[config.mk]
export PLATFORM = sky130hd
export DESIGN_NAME = regfile_dump_flat
export DESIGN_NICKNAME = d
export VERILOG_FILES = /design/src/rtl/regfile_dump_if.sv /design/src/rtl/regfile_dump.sv /design/src/flat_wrapper.sv
export SDC_FILE = /design/constraint.sdc
export NUM_CORES = 1
export LEC_CHECK = 0
export BUFFER_PORTS_ARGS = -buffer_cell sky130_fd_sc_hd__buf_4
export CAP_MARGIN = 5
export CORE_ASPECT_RATIO = 0.75
export CORE_MARGIN = 2
export CORE_UTILIZATION = 45
export DETAILED_ROUTE_END_ITERATION = 12
export GPL_TIMING_DRIVEN = 0
export MAX_ROUTING_LAYER = met4
export PLACE_DENSITY = 0.69
export SYNTH_ARGS = -nofsm -noshare
export SYNTH_HDL_FRONTEND = slang
export SYNTH_SLANG_ARGS = --single-unit
[constraint.sdc]
create_clock -name clk -period 2.9 [get_ports clk]
set_input_delay 0.145 -clock clk [delete_from_list [all_inputs] [get_ports clk]]
set_output_delay 0.145 -clock clk [all_outputs]
set_load 0.01 [all_outputs]
[src/rtl/regfile_dump_if.sv]
// ---------------------------------------------------------------------------
// regfile_dump_if
//   Bus bundle between the register-file dump reader and the outside world:
//   the spare asynchronous register-file read port and the valid/ready
//   byte stream, normally headed to the UART transmitter.
//
//   Signals:
//     rf_ra     [ADDR_W-1:0]  read address into the register file
//     rf_rd     [31:0]        combinational read data for rf_ra
//     out_data  [7:0]         byte being offered
//     out_valid               out_data is valid
//     out_ready               consumer accepts when valid && ready at an edge
//
//   Modports:
//     master  the dump reader (drives address and byte stream)
//     slave   register file + byte consumer
// ---------------------------------------------------------------------------
interface regfile_dump_if #(
    parameter int ADDR_W = 5
);
    logic [ADDR_W-1:0] rf_ra;
    logic [31:0]       rf_rd;
    logic [7:0]        out_data;
    logic              out_valid;
    logic              out_ready;

    modport master (
        output rf_ra,
        input  rf_rd,
        output out_data,
        output out_valid,
        input  out_ready
    );

    modport slave (
        input  rf_ra,
        output rf_rd,
        input  out_data,
        input  out_valid,
        output out_ready
    );
endinterface

[src/rtl/regfile_dump.sv]
// ---------------------------------------------------------------------------
// regfile_dump
//   Debug reader for the CPU register file. On a start request it walks the
//   spare asynchronous read port over registers 0..NUM_REGS-1, captures each
//   32-bit value for one LOAD cycle and streams it out MSB first as four
//   bytes on a valid/ready interface. Never writes the register file.
//
//   Ports:
//     clk       system clock, rising edge
//     rst_n     asynchronous active-low reset
//     start     one-cycle dump request, sampled only in IDLE
//     abort     synchronous cancel; returns to IDLE at the next edge
//     bus       regfile_dump_if.master (rf_ra/rf_rd, out_data/valid/ready)
//     busy      high in every state except IDLE
//     done      one-cycle pulse after the last byte is accepted
//
//   Parameters:
//     NUM_REGS  registers dumped (1..32)
//     ADDR_W    read address width
//
//   Optional build macro REGDUMP_HEADER_EN:
//     prefixes the stream with two header bytes, 8'hA5 then NUM_REGS[7:0].
// ---------------------------------------------------------------------------
module regfile_dump #(
    parameter int NUM_REGS = 32,
    parameter int ADDR_W   = 5
) (
    input  logic           clk,
    input  logic           rst_n,
    input  logic           start,
    input  logic           abort,
    regfile_dump_if.master bus,
    output logic           busy,
    output logic           done
);

    typedef enum logic [2:0] {
        S_IDLE,
        S_LOAD,
        S_SEND,
        S_DONE
`ifdef REGDUMP_HEADER_EN
        , S_HDR
`endif
    } state_t;

    localparam logic [ADDR_W-1:0] LAST_IDX = ADDR_W'(NUM_REGS - 1);
`ifdef REGDUMP_HEADER_EN
    localparam logic [7:0] HDR_MAGIC = 8'hA5;
    localparam logic [7:0] HDR_COUNT = 8'(NUM_REGS);
`endif

    state_t            state;
    state_t            state_nxt;
    logic [ADDR_W-1:0] idx;       // register currently being dumped
    logic [1:0]        byte_cnt;  // bytes accepted of the current word / header
    logic [31:0]       shift;     // captured register, top byte on the bus
    logic              accept;

    assign accept    = bus.out_valid && bus.out_ready;
    assign bus.rf_ra = idx;

    // -----------------------------------------------------------------------
    // State register
    // -----------------------------------------------------------------------
    // NOTE: clocked state uses non-blocking (<=) so every flop samples the
    // pre-edge values regardless of process evaluation order.
    always_ff @(posedge clk or negedge rst_n) begin
        if (!rst_n) begin
            state <= S_IDLE;
        end else begin
            state <= state_nxt;
        end
    end

    // -----------------------------------------------------------------------
    // Next-state logic
    // -----------------------------------------------------------------------
    // NOTE: state_nxt gets a default before the case so no path leaves it
    // unassigned, which would otherwise infer a latch.
    always_comb begin
        state_nxt = state;
        case (state)
            S_IDLE: begin
                if (start) begin
`ifdef REGDUMP_HEADER_EN
                    state_nxt = S_HDR;
`else
                    state_nxt = S_LOAD;
`endif
                end
            end
`ifdef REGDUMP_HEADER_EN
            S_HDR: begin
                if (accept && byte_cnt == 2'd1) begin
                    state_nxt = S_LOAD;
                end
            end
`endif
            S_LOAD: state_nxt = S_SEND;
            S_SEND: begin
                if (accept && byte_cnt == 2'd3) begin
                    state_nxt = (idx == LAST_IDX) ? S_DONE : S_LOAD;
                end
            end
            S_DONE:  state_nxt = S_IDLE;
            default: state_nxt = S_IDLE;
        endcase
        // Cancel beats everything, including a same-cycle accept or a
        // start arriving in IDLE.
        if (abort) begin
            state_nxt = S_IDLE;
        end
    end

    // -----------------------------------------------------------------------
    // Index, byte counter and shift register
    // -----------------------------------------------------------------------
    // NOTE: the 32-bit shift register is reset along with the control
    // flops; it is small and a clean zero keeps out_data defined after reset.
    always_ff @(posedge clk or negedge rst_n) begin
        if (!rst_n) begin
            idx      <= '0;
            byte_cnt <= '0;
            shift    <= '0;
        end else if (abort) begin
            idx      <= '0;
            byte_cnt <= '0;
        end else begin
            case (state)
                S_IDLE: begin
                    idx      <= '0;
                    byte_cnt <= '0;
                end
`ifdef REGDUMP_HEADER_EN
                S_HDR: begin
                    if (accept) begin
                        byte_cnt <= byte_cnt + 2'd1;
                    end
                end
`endif
                S_LOAD: begin
                    // Same-cycle register-file writes land at this edge and
                    // are therefore not part of the captured value.
                    shift    <= bus.rf_rd;
                    byte_cnt <= '0;
                end
                S_SEND: begin
                    if (accept) begin
                        shift    <= {shift[23:0], 8'h00};
                        byte_cnt <= byte_cnt + 2'd1;
                        if (byte_cnt == 2'd3 && idx != LAST_IDX) begin
                            idx <= idx + ADDR_W'(1);
                        end
                    end
                end
                S_DONE: begin
                    idx <= '0;
                end
                default: begin
                    idx      <= '0;
                    byte_cnt <= '0;
                end
            endcase
        end
    end

    // -----------------------------------------------------------------------
    // Outputs (Moore: depend on state and datapath only)
    // -----------------------------------------------------------------------
    always_comb begin
        busy          = (state != S_IDLE);
        done          = (state == S_DONE);
        bus.out_valid = 1'b0;
        bus.out_data  = 8'h00;
        case (state)
            S_SEND: begin
                bus.out_valid = 1'b1;
                bus.out_data  = shift[31:24];
            end
`ifdef REGDUMP_HEADER_EN
            S_HDR: begin
                bus.out_valid = 1'b1;
                bus.out_data  = byte_cnt[0] ? HDR_COUNT : HDR_MAGIC;
            end
`endif
            default: begin
                bus.out_valid = 1'b0;
                bus.out_data  = 8'h00;
            end
        endcase
    end

endmodule

[src/flat_wrapper.sv]
// flat-port wrapper written by rule: the top's interface ports become plain ports
module regfile_dump_flat 
#(
    parameter int NUM_REGS = 32,
    parameter int ADDR_W   = 5
)
  (clk, rst_n, start, abort, busy, done, bus_rf_ra, bus_rf_rd, bus_out_data, bus_out_valid, bus_out_ready);
  regfile_dump_if #(.ADDR_W(ADDR_W)) bus_i ();
  input  logic clk;
  input  logic rst_n;
  input  logic start;
  input  logic abort;
  output logic busy;
  output logic done;
  output wire logic [$bits(bus_i.rf_ra)-1:0] bus_rf_ra;
  input wire logic [$bits(bus_i.rf_rd)-1:0] bus_rf_rd;
  output wire logic [$bits(bus_i.out_data)-1:0] bus_out_data;
  output wire logic [$bits(bus_i.out_valid)-1:0] bus_out_valid;
  input wire logic [$bits(bus_i.out_ready)-1:0] bus_out_ready;
  assign bus_rf_ra = bus_i.rf_ra;
  assign bus_i.rf_rd = bus_rf_rd;
  assign bus_out_data = bus_i.out_data;
  assign bus_out_valid = bus_i.out_valid;
  assign bus_i.out_ready = bus_out_ready;
  regfile_dump #(.NUM_REGS(NUM_REGS), .ADDR_W(ADDR_W)) u_core (.clk(clk), .rst_n(rst_n), .start(start), .abort(abort), .bus(bus_i), .busy(busy), .done(done));
endmodule
# Yosys cells after proc, flatten, opt, wreduce, memory -nomap -nowiden
# Index checks and enable logic that the tools add are counted.
# word_totals
regBits	42
output_inout_bits	16
elab_cells	46
# classes
addsub	2
n_eq_ne	13
mux	16
bitwise	1
n_reduce_logical	10
# op_table
cell	n
case mux 32 bit (2 select lines)	1
2-to-1 mux 32 bit	1
2-to-1 mux 5 bit	3
case mux 5 bit (2 select lines)	1
2-to-1 mux 3 bit	3
inequality test 3 x 2 -> 1 bit, second input constant	3
case mux 3 bit (3 select lines)	1
2-to-1 mux 8 bit	1
== test 3 x 2 -> 1 bit, second input constant	2
2-to-1 mux 2 bit	3
AND reduction 3 bit	2
adder 5 x 1 -> 5 bit, second input constant	1
== test 5 bit, second input constant	1
inequality test 5 bit, second input constant	1
inequality test 2 bit, second input constant	2
case mux 2 bit (2 select lines)	1
AND reduction 2 bit	2
== test 3 x 1 -> 1 bit, second input constant	1
logical AND 1 bit	3
zero test 3 bit	1
inequality test 3 bit, second input constant	1
nonzero test 3 bit	1
adder 2 x 1 -> 2 bit, second input constant	1
== test 2 bit, second input constant	1
4 further kinds	4

# Longest topological paths before layout
# logic_depth
depth_word	7
depth_mapped	7
ltp_nobuf	6

# Least setup slack after synthesis
# No wires, ideal clock.
# synth_path
path_type	flip-flop to flip-flop
start	register u_core.idx[0], in the netlist u_core.bus.rf_ra[0]
end	register u_core.idx[3], in the netlist u_core.bus.rf_ra[3]
setup_time_ns	0.082
arrival_ns	1.854
slack_ns	0.964
stages_incl_launch_ff	7
n_path_buf	0
cell_sequence	dfrtp_1 ha_1 and3_1 ha_1 nand3b_4 or4_1 a31oi_1
# synth_between
elab_chain_len	5
elab_cells_between_ends	9
cone_classes	add/sub (1); eq/ne (2); mux (4); reduce/logical (2)
# synth_lines
element	line	text
start, declared	regfile_dump.sv:55	logic [ADDR_W-1:0] idx;
start signal, assigned	regfile_dump.sv:153	idx <= idx + ADDR_W'(1);
adder 5 x 1 -> 5 bit	regfile_dump.sv:153	
2-to-1 mux 5 bit	regfile_dump.sv:152	if (byte_cnt == 2'd3 && idx != LAST_IDX) begin
2-to-1 mux 5 bit	regfile_dump.sv:149	if (accept) begin
case mux 5 bit (2 select lines)	regfile_dump.sv:130	case (state)
2-to-1 mux 5 bit	regfile_dump.sv:126	end else if (abort) begin
# Parallel ways exist; a longest one is shown, timed or not. The select of a mux whose other input is x is not followed.
# A chain may end at the register's enable or synchronous reset.

# Worst setup path after layout
# layout_path
start	register u_core.state[0]
end	output port bus_out_data[0]
# layout_between
elab_chain_len	2
# layout_lines
element	line	text
start, declared	regfile_dump.sv:53	state_t state;
start signal, assigned	regfile_dump.sv:72	state <= state_nxt;
== test 3 x 2 -> 1 bit	regfile_dump.sv:176	case (state)
2-to-1 mux 8 bit	regfile_dump.sv:176	
end, declared	flat_wrapper.sv:17	output wire logic [$bits(bus_i.out_data)-1:0] bus_out_data;
# No other way between the ends.

==> results.ini <==
[critical_path]
critical_path.max_fanout=10
worstSetupStartpointType=flip-flop
crit_path_end=bus_out_data[0]
r2r_cells=5
endpoint_kind=primary output
r2r_slack_ns=0.78
required_ns=2.76
worstReg2RegEnd=u_core.shift[30]
reg2reg_from=u_core.state[0]
crit_start=u_core.state[0]
critPathKind=flip-flop to primary output
cp.arrival_ns=2.09

[clocking]
clockRootBuffer=clkbuf_8
insertion_delay_ns=0.29
cts_made_buffers=5
htreeDepth=2
clk_pin_slew_ns=0.08
cts_buffer_depth=2
cts_resized=0
cts_sinks=41
tritoncts=done

[detailed_routing]
drcViolationCount=0
vias_per_cell=4.831
first_pass_iters=4
routedWlPerCell_microns=14.73
vias=1512
wl_mm=4.612
ant_nets=0
drtIter0Drc=45

[synthesis]
synthTopCellsByCount=41 x dfrtp_1, 30 x mux2_4, 24 x mux2_2
synth_area_per_cell_sq_um=13.12
yosys.area.top_type=dfrtp_1
ys_seq_area_share_pct=43.46
ys_warn_count=0
yosysTopAreaCellShare_pct=43.46
netlist-cell-type-count=35
synthTopCellsByArea=dfrtp_1 43%, mux2_4 19%, mux2_2 11%, ha_1 3.7%, nor2b_1 2.9%
synthCells=180
synth_enable_flop_cells=0
async_flop_share_pct=100.0
synth_nets=224
synth_most_common_cell=dfrtp_1
netlist_area_sq_um=2361
ys.flop_type=dfrtp_1
synth_seq_cells=41

[cells_and_area]
layout-drive-gt1-share_pct=51.04
antennaDiodeCount=0
syn_to_final_growth_pct=24.17
nets=284
fin_cells=313

[sta]
whs_ns=0.04131
min_period_ns=2.238
fmax_mhz=446.9
slew_viol_final=0
hold_violations=0
relSlewSlack_pct=59.73
finalClockSkew_ns=0.005858
worstMarginPinSlew_ns=0.6040
fin_crit_sh_pct=77.17
rsz0062_at_grt=no
final.setup.tns_ns=0
setup_viol_count_final=0

[power]
power_density_nw_per_um2=907.6
ir_drop_mv=0.4205
p_leak_nw=1.427

[floorplan]
die_h_microns=66.73
io_pins=53
core_area_sq_um=4982
die_w_microns=87.64
dieArea_sq_um=5848
rows=22
initial_core_util_pct=47.39

[placement]
place_inst=304
port-buffer-count=52
routabilityCongestion=0.7789
dpl.hpwl_mm=3.359

[global_route]
grt_max_degree=42
grt_use_total_pct=17.47
antenna_found_initial=0
grt_pass1_vias=1464
grt_overflow=0
grt_pass1_wl_mm=7.438

[flow_run]
maxCapViolations=0

[status]
outcome=finished, final reports clean

[hold_path]
worstHoldPathType=primary input to flip-flop

[routing by layer]
metal | vias up | global-route usage (%) | share of wire (%)
met5 | - | - | 0
met2 | 33 | 23.30 | 41
met3 | 7 | 4.089 | 4.0
li1 | 760 | - | -
met4 | 0 | 5.192 | 1.2
met1 | 712 | 26.09 | 54
[how the worst min path moves through the flow]
stage          start                  end  slack [ns]  depth (start not counted)
2_1_floorplan  rst_n  u_core.bus.rf_ra[0]       -0.15                          0
3_3_place_gp   rst_n   u_core.byte_cnt[0]        0.17                          1
3_5_place_dp   rst_n   u_core.byte_cnt[1]        0.16                          1
4_1_cts        abort   u_core.byte_cnt[1]        0.04                          2
5_1_grt        abort   u_core.byte_cnt[1]        0.04                          2
6_report       abort   u_core.byte_cnt[0]        0.04                          2
[flip-flops by register name, summed over array words and instances, names as in the netlist]
| name | cells |
|---|---|
| u_core.byte_cnt | 2 |
| u_core.state | 2 |
| u_core.bus.rf_ra | 5 |
| u_core.shift | 32 |
[where the power goes]
group	total, W	switching (W)	leakage [nW]	internal [W]
clock network	0.000356	0.000185	0.0395	0.000171
logic	0.00133	0.000492	0.883	0.000839
registers	0.000974	0.000151	0.505	0.000824
total	0.00266	0.000827	1.43	0.00183
[cells in the final DEF (no fill, tap or decap), types with 2 or more instances in the layout]
cell,count
mux2_4,30
buf_4,53
nand2_1,5
o21ai_0,2
mux2_2,24
clkbuf_1,5
inv_1,4
buf_2,2
buf_6,4
ha_1,7
nand3_1,5
clkbuf_8,5
o21ai_1,6
nand2b_1,2
mux2i_1,3
a31oi_1,2
and2b_2,2
dfrtp_1,41
a21oi_1,2
nor2b_1,11
and3_1,2
and2_1,8
mux2_1,2
[critical path: stages, from the launching register on]
cell     delay (ns)
dfrtp_1        0.42
inv_1          0.13
ha_1           0.29
buf_2          0.31
buf_8          0.17
buf_2          0.21
and2_1         0.15
buf_4          0.11
[cells by family after synthesis]
kind of cell,after synthesis,synth area share (%)
mux,59,32.75
simple gates,43,11.71
flops,41,43.46
compound gates,16,4.134
buf+inv,14,4.239
fa+ha+maj,7,3.709
[area by class of cell]
cell class / count / area [sq um]
flip-flops and latches: 41 / 1026
repair buffers: 53 / 400.4
multi-input cells: 125 / 1235
plain buffers: 10 / 85.08
clock buffers: 8 / 80.08
well taps: 72 / 90.09
inverters: 4 / 15.01
fillers: 420 / 2051
[through the flow]
stage	total power [W]	utilization (%)	worst slack, ns	area, sq um
6_report	0.002661	58.84	0.6622	2932
5_1_grt	0.002836	58.84	0.4926	2932
4_1_cts	0.002684	58.84	0.6583	2932
3_5_place_dp	0.002318	57.03	0.8121	2841
3_3_place_gp	0.002290	57.03	0.8270	2841
2_1_floorplan	0.001999	-	0.9637	2361
[what timing repair did]
action,in CTS,in global routing
hold endpoints to repair,41,0
setup buffers,0,0
hold buffers,1,0
Note: power is estimated with default switching activity, not from simulation.
